File: src/rtl/add_and_or_unit64.sv
// 64-bit execution slice: ripple-carry adder, bitwise AND/OR, and a 1-cycle registered result path.
// Optional registered flags (result_zero, result_ovf) are built when ADD_FLAGS_EN is defined.
module add_and_or_unit64 #(
  parameter int unsigned WIDTH = 64
) (
  input  logic             clk,
  input  logic             rst,
  input  logic [WIDTH-1:0] a,
  input  logic [WIDTH-1:0] b,
  input  logic             cin,
  input  logic [1:0]       op,
  input  logic             in_valid,
  output logic [WIDTH-1:0] sum,
  output logic             cout,
  output logic [WIDTH-1:0] and_ab,
  output logic [WIDTH-1:0] or_ab,
  output logic [WIDTH-1:0] result,
  output logic             result_cout,
  output logic             out_valid
`ifdef ADD_FLAGS_EN
  ,
  output logic             result_zero,
  output logic             result_ovf
`endif
);

  typedef enum logic [1:0] {
    OpAdd  = 2'b00,
    OpAnd  = 2'b01,
    OpOr   = 2'b10,
    OpRsvd = 2'b11
  } op_e;

  logic [WIDTH:0]   carry;
  logic [WIDTH-1:0] sel_res;
  logic             sel_cout;

  logic [WIDTH-1:0] result_d, result_q;
  logic             result_cout_d, result_cout_q;
  logic             out_valid_d, out_valid_q;

  // Explicit full-adder chain; carry[i] is the carry into bit i.
  always_comb begin
    carry    = '0;
    sum      = '0;
    carry[0] = cin;
    for (int i = 0; i < WIDTH; i++) begin
      sum[i]       = a[i] ^ b[i] ^ carry[i];
      carry[i + 1] = (a[i] & b[i]) | (carry[i] & (a[i] ^ b[i]));
    end
  end

  assign cout   = carry[WIDTH];
  assign and_ab = a & b;
  assign or_ab  = a | b;

  always_comb begin
    sel_res  = '0;
    sel_cout = 1'b0;
    case (op_e'(op))
      OpAdd: begin
        sel_res  = sum;
        sel_cout = cout;
      end
      OpAnd:   sel_res = and_ab;
      OpOr:    sel_res = or_ab;
      default: sel_res = '0;
    endcase
  end

  // Result and carry hold when no valid operands arrive.
  always_comb begin
    result_d      = result_q;
    result_cout_d = result_cout_q;
    out_valid_d   = 1'b0;
    if (in_valid) begin
      result_d      = sel_res;
      result_cout_d = sel_cout;
      out_valid_d   = 1'b1;
    end
  end

  always_ff @(posedge clk) begin
    if (rst) begin
      result_q      <= '0;
      result_cout_q <= 1'b0;
      out_valid_q   <= 1'b0;
    end else begin
      result_q      <= result_d;
      result_cout_q <= result_cout_d;
      out_valid_q   <= out_valid_d;
    end
  end

  assign result      = result_q;
  assign result_cout = result_cout_q;
  assign out_valid   = out_valid_q;

`ifdef ADD_FLAGS_EN
  logic result_zero_d, result_zero_q;
  logic result_ovf_d, result_ovf_q;

  // Signed overflow: carry into the sign bit differs from carry out of it.
  always_comb begin
    result_zero_d = result_zero_q;
    result_ovf_d  = result_ovf_q;
    if (in_valid) begin
      result_zero_d = (sel_res == '0);
      result_ovf_d  = (op == OpAdd) & (carry[WIDTH] ^ carry[WIDTH-1]);
    end
  end

  always_ff @(posedge clk) begin
    if (rst) begin
      result_zero_q <= 1'b0;
      result_ovf_q  <= 1'b0;
    end else begin
      result_zero_q <= result_zero_d;
      result_ovf_q  <= result_ovf_d;
    end
  end

  assign result_zero = result_zero_q;
  assign result_ovf  = result_ovf_q;
`endif

endmodule

File: config.mk
export PLATFORM = sky130hd
export DESIGN_NAME = add_and_or_unit64
export DESIGN_NICKNAME = d
export VERILOG_FILES = /design/src/rtl/add_and_or_unit64.sv
export SDC_FILE = /design/constraint.sdc
export NUM_CORES = 1
export LEC_CHECK = 0
export CORE_AREA = 2 2 154 156
export DETAILED_ROUTE_END_ITERATION = 16
export DIE_AREA = 0 0 156 158
export PLACE_DENSITY_LB_ADDON = 0.2
export SLEW_MARGIN = 0
export SYNTH_ARGS = -nofsm -noshare
export SYNTH_HDL_FRONTEND = slang
export SYNTH_SLANG_ARGS = --single-unit
File: constraint.sdc
create_clock -name clk -period 50.6 [get_ports clk]
set_clock_uncertainty 0.2 [all_clocks]
set_input_delay 7.59 -clock clk [delete_from_list [all_inputs] [get_ports clk]]
set_output_delay 7.59 -clock clk [all_outputs]
set_load 0.005 [all_outputs]
Word level (Yosys, flattened, before mapping)
Cells that the tools add are included.
W data, S select, Z words.

operators by class
  add/sub/neg operators = 0
  multiply operators = 0
  div/mod/pow operators = 0
  order comparisons = 0
  eq/ne operators = 2
  shifts and indexed selects = 0
  mux-type cells = 3
  bitwise gates (word level) = 322
  reductions and logical operators = 1

operator list
  operator              count
  $pmux W64 S3          1
  $and A1 B1 Y1         128
  $xor A1 B1 Y1         128
  $and A64 B64 Y64      1
  $or A1 B1 Y1          64
  $or A64 B64 Y64       1
  $eq A2 B1 Y1 const B  1
  $eq A2 B2 Y1 const B  1
  $logic_not A2 Y1      1
  $mux W1               2

storage, ports and cells
  flip-flop bits (word level) = 66
  bits in latches = 0
  memory bits (writable) = 0
  ROM bits = 0
  output and inout port bits = 259
  memories = 0

Logic depth before layout (Yosys ltp)
Gate-level depths: netlist of the first run.

  depth after elaboration = 130
  mapped depth = 70
  depth with buffers taken out = 70

Worst setup path after synthesis of the first run
Ideal clock, no wire load.

  kind = input to output
  from = input port a[0]
  to = output port sum[63]
  arrival = 31910 ps
  data required time = 42810 ps
  path slack = 10900 ps
  stages on the path = 68
  path buffers = 0
  path through = fa_1 > fa_1 > fa_1 > fa_1 > fa_1 > fa_1 > fa_1 > fa_1 > fa_1 > fa_1 > fa_1 > fa_1 > fa_1 > fa_1 > fa_1 > fa_1 > fa_1 > fa_1 > [... 32 more ...] > fa_1 > fa_1 > fa_1 > fa_1 > fa_1 > fa_1 > fa_1 > fa_1 > fa_1 > fa_1 > inv_1 > fa_1 > inv_1 > fa_1 > fa_1 > inv_1 > fa_1 > inv_1

between the ends
  longest elaborated chain between the ends = 128

RTL lines
  item                line  source
  start: declaration  8     input logic [WIDTH-1:0] a,
  $xor A1 B1 Y1       49    carry[i + 1] = (a[i] & b[i]) | (carry[i] & (a[i] ^ b[i]));
  $and A1 B1 Y1       49
  $or A1 B1 Y1 *      49
  $and A1 B1 Y1 *     49
  $or A1 B1 Y1 *      49
  $and A1 B1 Y1 *     49
  $or A1 B1 Y1 *      49
  $and A1 B1 Y1 *     49
  [... 112 more ...]  -
  $or A1 B1 Y1 *      49
  $and A1 B1 Y1 *     49
  $or A1 B1 Y1 *      49
  $and A1 B1 Y1 *     49
  $or A1 B1 Y1 *      49
  $and A1 B1 Y1 *     49
  $or A1 B1 Y1 *      49
  $xor A1 B1 Y1 *     48    sum[i] = a[i] ^ b[i] ^ carry[i];
  end: declaration    13    output logic [WIDTH-1:0] sum,

Mark *: on every way between the ends. The rest lies on a longest branch, timed or not.

Worst setup path in the final report of the first run
Same ends and word-level chain as after synthesis.

==> metrics, run 1 <==
status finished clean; clk buf depth 2; Synth top cells by count inv_1 (198), ha_1 (128), dfxtp_1 (66), nor2b_1 (66); Ports 393; Vias 6,809; syn_nets 1,157; Critical Path RT 42,810 ps; Synth area leaders ha_1 (22%), dfxtp_1 (19%), fa_1 (18%); Avg Inst Size Synth 8.59 µm²; Die H 158 µm; routed wire length 24,900 µm; total power 220 µW; register bit count reported by yosys 66; Final Max Slew Viols 0; routed len/inst 16.8 µm; vias in the first global route 6,936; number of port buffers 392; final layout net count 1,516; Max-Cap Viols 0; root buffer cell clkbuf_16; Main synth FF type dfxtp_1; Netlist cell types 20; M3 GR Usage 0.0673; Synth Cell Area 0.00714 mm²; # DRC 0; main combinational cell family by area after synthesis adder cells; Final min period 42,010 ps; Max VDD drop 9.22 µV; critical path arrival 34,220 ps; htree depth 3; RSZ-0062 raised after global routing false; post-synthesis mux area share 0.00140; sequential fraction of the synthesis area 0.185; XOR/XNOR share of the synthesized area 0; Worst-Skew Late Latency 320 ps; Worst setup EP type output port; Slowest cell on crit path clkdlybuf4s50_1; crit start category input pin; final setup violation count 0; TritonCTS Buffers 9; Mapped Cells 831; Starting Density 0.310; P_leak 5.08 nW; antenna violations before repair 1; Power per Cell Area 19.3 mW/mm²; die width 156 µm; worst rel slew slack 0.372; cell row count 56; first-pass GRT wire length 38,400 µm; yosys warns 0; CP max FO 3; Hold Path Class register to register; Layout Area Growth over Synthesis 60.3%; grt met1 use 0.224; DR vias/cell 4.58; routability cong. 0.884; Crit path largest cell delay 500 ps; largest net degree at the start of global routing 100; crit path kind input pin to output port; Post-Layout Cell Count 1,486; Reg clk slew, reported paths 50 ps; period utilisation layout 0.830; grt met2 use 0.357; clock sink count 66; Die ar. 0.0246 mm²; Synth Area in Compound Gates 0.171; most frequent CP cell fa_1; final worst setup slack 8590 ps; Initial DRC Count 201; Synth area leader ha_1; first-pass iteration count of the detailed router 4; Post-CTS Resized 0; CTS tree done; fill count 2,270; Max Freq 23.8 MHz; ys async rst share 0; GR Overflow Total 0; Setup Fix Bufs, Post-CTS 0; Top Usage Layer GRT met2; TNS Setup 0 ps; dpl cells 1,469; Post-synth EDFFs 0; placed wire-length estimate 20,000 µm; core footprint 0.0231 mm²; most frequent cell after synthesis inv_1; adder-cell share of the synthesized area 0.404; Fin. Hold Viols 0; Setup WS pre-CTS 8610 ps; layout cells sized above 1 0.0226; CTS Hold Bufs 0; simple logic cell fraction of the synthesized area 0.0936; Antenna Violating Nets Remaining 0; Least-Margin Pin Slew 942 ps; GRT Overall Usage 0.200; Synth top area share 0.224
-- per-stage QoR --
step	hold slack, ps	utilization	instance area, µm²
global route	343	0.496	11400
CTS	299	0.496	11400
global placement	275	0.485	11200
floorplan	285	-	7140
detailed placement	286	0.485	11200
finish	296	0.496	11400
-- cell families (layout without fill, tap and decap cells) --
kind of cell               Yosys count  count (layout)
AOI/OAI and AO/OA                  192             192
DFF                                 66              66
and+or+nand+nor                    133             133
muxes                                1               1
other                                0               1
buffers and inverters              247             611
adders and majority gates          192             192
-- area by class of cell --
type | count | area, µm² | area share
repair buffers | 397 | 3950 | 0.346
flip-flops and latches | 66 | 1320 | 0.116
clock inverters | 3 | 15.0 | 0.00131
diodes | 1 | 2.50 | 0.000219
clock buffers | 13 | 250 | 0.0219
inverters | 198 | 743 | 0.0650
well taps | 290 | 363 | 0.0317
multi-input cells | 518 | 4790 | 0.419
-- worst paths after layout --
kind / start / endpoint / slack, ps / cells after the start
max: a[0] / sum[63] / 8590 / 70
min: result_cout$_SDFFE_PP0P_ / result_cout$_SDFFE_PP0P_ / 300 / 2
max reg2reg: result[51]$_SDFFE_PP0P_ / result[51]$_SDFFE_PP0P_ / 49620 / 2
min reg2reg: result_cout$_SDFFE_PP0P_ / result_cout$_SDFFE_PP0P_ / 300 / 2
-- per-layer routing --
metal	share of wire	up-vias	routed length, µm
li1	-	3346	-
met1	0.39	3176	9670
met2	0.50	261	12500
met3	0.092	26	2290
met4	0.019	0	476
met5	0	-	0
-- where the power goes --
group	internal, mW	switching, mW	leakage [nW]	total, mW
Combinational	0.0599	0.0444	4.40	0.104
Sequential	0.0563	0.00224	0.548	0.0585
Clock	0.0343	0.0233	0.133	0.0576
-- sequential cells by signal, indices dropped and copies added (netlist names) --
signal,cells
out_valid,1
result,64
result_cout,1
-- worst max-delay path: cells and delay by family --
| kind | cells | cell delay (ps) |
|---|---|---|
| buffers and inverters | 6 | 1260 |
| adder cells (fa/ha/maj) | 64 | 25360 |
-- cells in the final DEF (no fill, tap or decap), types with 55 or more instances in the layout --
cell,count
nand2_1,64
fa_1,64
dfxtp_1,66
nor2b_1,65
a211oi_1,60
o21ai_0,55
clkdlybuf4s50_1,389
inv_1,198
ha_1,128
o22ai_1,64
(Power assumes the default switching activity.)
==> run 2, diff against run 1 <==
==> constraint.sdc (replaced) <==
create_clock -name clk -period 41.6 [get_ports clk]
set_clock_uncertainty 0.2 [all_clocks]
set_input_delay 6.24 -clock clk [delete_from_list [all_inputs] [get_ports clk]]
set_output_delay 6.24 -clock clk [all_outputs]
set_load 0.005 [all_outputs]
==> run 2 against run 1 <==
Critical path depth unchanged; first-iteration DRC count increased by 24%; cell count about the same; clock-buffer cell count decreased by 3; cell area increased by 0.25%; combinational power increased by 22%; clock power increased by 35%; sequential cell count unchanged; critical endpoint unchanged; largest power group unchanged.
==> metrics, run 2 (synthesis gave the netlist of run 1 again) <==
total power 275 µW; Hold Path Depth 2; Least-Margin Pin Slew 916 ps; GR Overflow Total 0; commonest non-fill, non-tap cells in the layout clkdlybuf4s50_1 (389), inv_1 (198), ha_1 (128); TritonCTS Buffers 9; antenna violations before repair 1; Layout Area Growth over Synthesis 60.7%; flop2flop setup slack 40,610 ps; crit start category input pin; Hold Path Class register to register; worst reg2reg path depth 2; Reg clk slew, reported paths 60 ps; first-pass GRT wire length 38,000 µm; Max-Cap Viols 0; flip-flop count of the largest register after layout 64; routability cong. 0.889; Slowest cell on crit path clkdlybuf4s50_1; routed len/inst 16.6 µm; # DRC 0; Final min period 39,230 ps; sink of the worst hold path result_cout$_SDFFE_PP0P_; placed wire-length estimate 19,900 µm; Max Freq 25.5 MHz; internal power 189 µW; Sw Ratio 0.315; DR vias/cell 4.56; clk buf depth 2; clock sink count 66; first-pass iteration count of the detailed router 4; Worst R2R End result[51]$_SDFFE_PP0P_; CTS Hold Bufs 0; period utilisation layout 0.943; final worst setup slack 2370 ps; number of port buffers 392; core footprint 0.0231 mm²; Critical Path RT 35,160 ps; TNS Setup 0 ps; Post-CTS Resized 0; P_leak 5.09 nW; Max VDD drop 13.8 µV; Crit path largest cell delay 490 ps; Initial DRC Count 249; root buffer cell clkbuf_16; worst rel slew slack 0.389; Seq pwr share 0.258; Die H 158 µm; total net switching power 86.6 µW; FF+latch area 0.00132 mm²; most common cell after layout, fill and taps aside clkdlybuf4s50_1; GRT Overall Usage 0.199; Die ar. 0.0246 mm²; Clock Power Share 0.282; Comb power frac 0.460; crit path kind input pin to output port; Ports 393; cell row count 56; Vias 6,766; Setup WS pre-CTS 2370 ps; CP max FO 3; Worst-Skew Late Latency 330 ps; die width 156 µm; CTS tree done; area of the multi-input gates 0.00479 mm²; Final Max Slew Viols 0; vias in the first global route 6,960; htree depth 3; status finished clean; routed wire length 24,700 µm; utilization after layout 0.497; hold wc startpoint result_cout$_SDFFE_PP0P_; most frequent CP cell fa_1; final setup violation count 0; fill count 2,237; Antenna Violating Nets Remaining 0; Setup Fix Bufs, Post-CTS 0; Worst setup EP type output port; Starting Density 0.310; layout cells sized above 1 0.0243; final layout net count 1,516; RR Startpoint result[51]$_SDFFE_PP0P_; RSZ-0062 raised after global routing false; Fin. Hold Viols 0; critical path arrival 32,790 ps; largest net degree at the start of global routing 100; Power per Cell Area 24.0 mW/mm²
## run 2: changes by cell type in the layout (fill, tap and decap cells not counted), sizes merged
cell	delta
clkbuf	-3
clkinvlp	+2
bufinv	+1
clkinv	-1
## run 2: final cells by class
| cell class | instances | share of cell area |
|---|---|---|
| Antenna cell | 1 | 0.000218 |
| Clock buffer | 10 | 0.0208 |
| Clock inverter | 5 | 0.00480 |
| Inverter | 198 | 0.0648 |
| Multi-Input combinational cell | 518 | 0.418 |
| Sequential cell | 66 | 0.115 |
| Tap cell | 290 | 0.0316 |
| Timing Repair Buffer | 397 | 0.345 |
## run 2: power by group through the flow
| stage | clock network [mW] | logic (mW) | registers (mW) |
|---|---|---|---|
| 2_1_floorplan | 0 | 0.0477 | 0.0727 |
| 3_3_place_gp | 0 | 0.128 | 0.0722 |
| 3_5_place_dp | 0 | 0.128 | 0.0724 |
| 4_1_cts | 0.0800 | 0.129 | 0.0711 |
| 5_1_grt | 0.0835 | 0.139 | 0.0717 |
| 6_report | 0.0775 | 0.127 | 0.0711 |
## run 2: per-layer routing
metal / routed length, µm / up-vias / GRT usage
li1: - / 3325 / -
met1: 9230 / 3121 / 0.212
met2: 12300 / 283 / 0.357
met3: 2570 / 35 / 0.0794
met4: 573 / 2 / 0.0699
met5: 74 / - / 0
## run 2: worst max-delay path by stage
stage / from / end / depth (start not counted)
2_1_floorplan: a[0] / sum[63] / 68
3_5_place_dp: a[0] / sum[63] / 70
4_1_cts: a[0] / sum[63] / 70
6_report: a[0] / sum[63] / 70
3_3_place_gp: a[0] / sum[63] / 70
5_1_grt: a[0] / sum[63] / 70
## run 2: per-stage QoR
step,instances,cell area [µm²],hold WS [ps]
finish,1485,11500,321
global placement,1469,11200,279
floorplan,831,7140,285
global route,1485,11500,359
CTS,1484,11500,329
detailed placement,1469,11200,291
## run 2: worst max-delay path, delay by kind of cell
family / cells / cell delay [ps]
buf+inv: 6 / 1240
fa+ha+maj: 64 / 25260
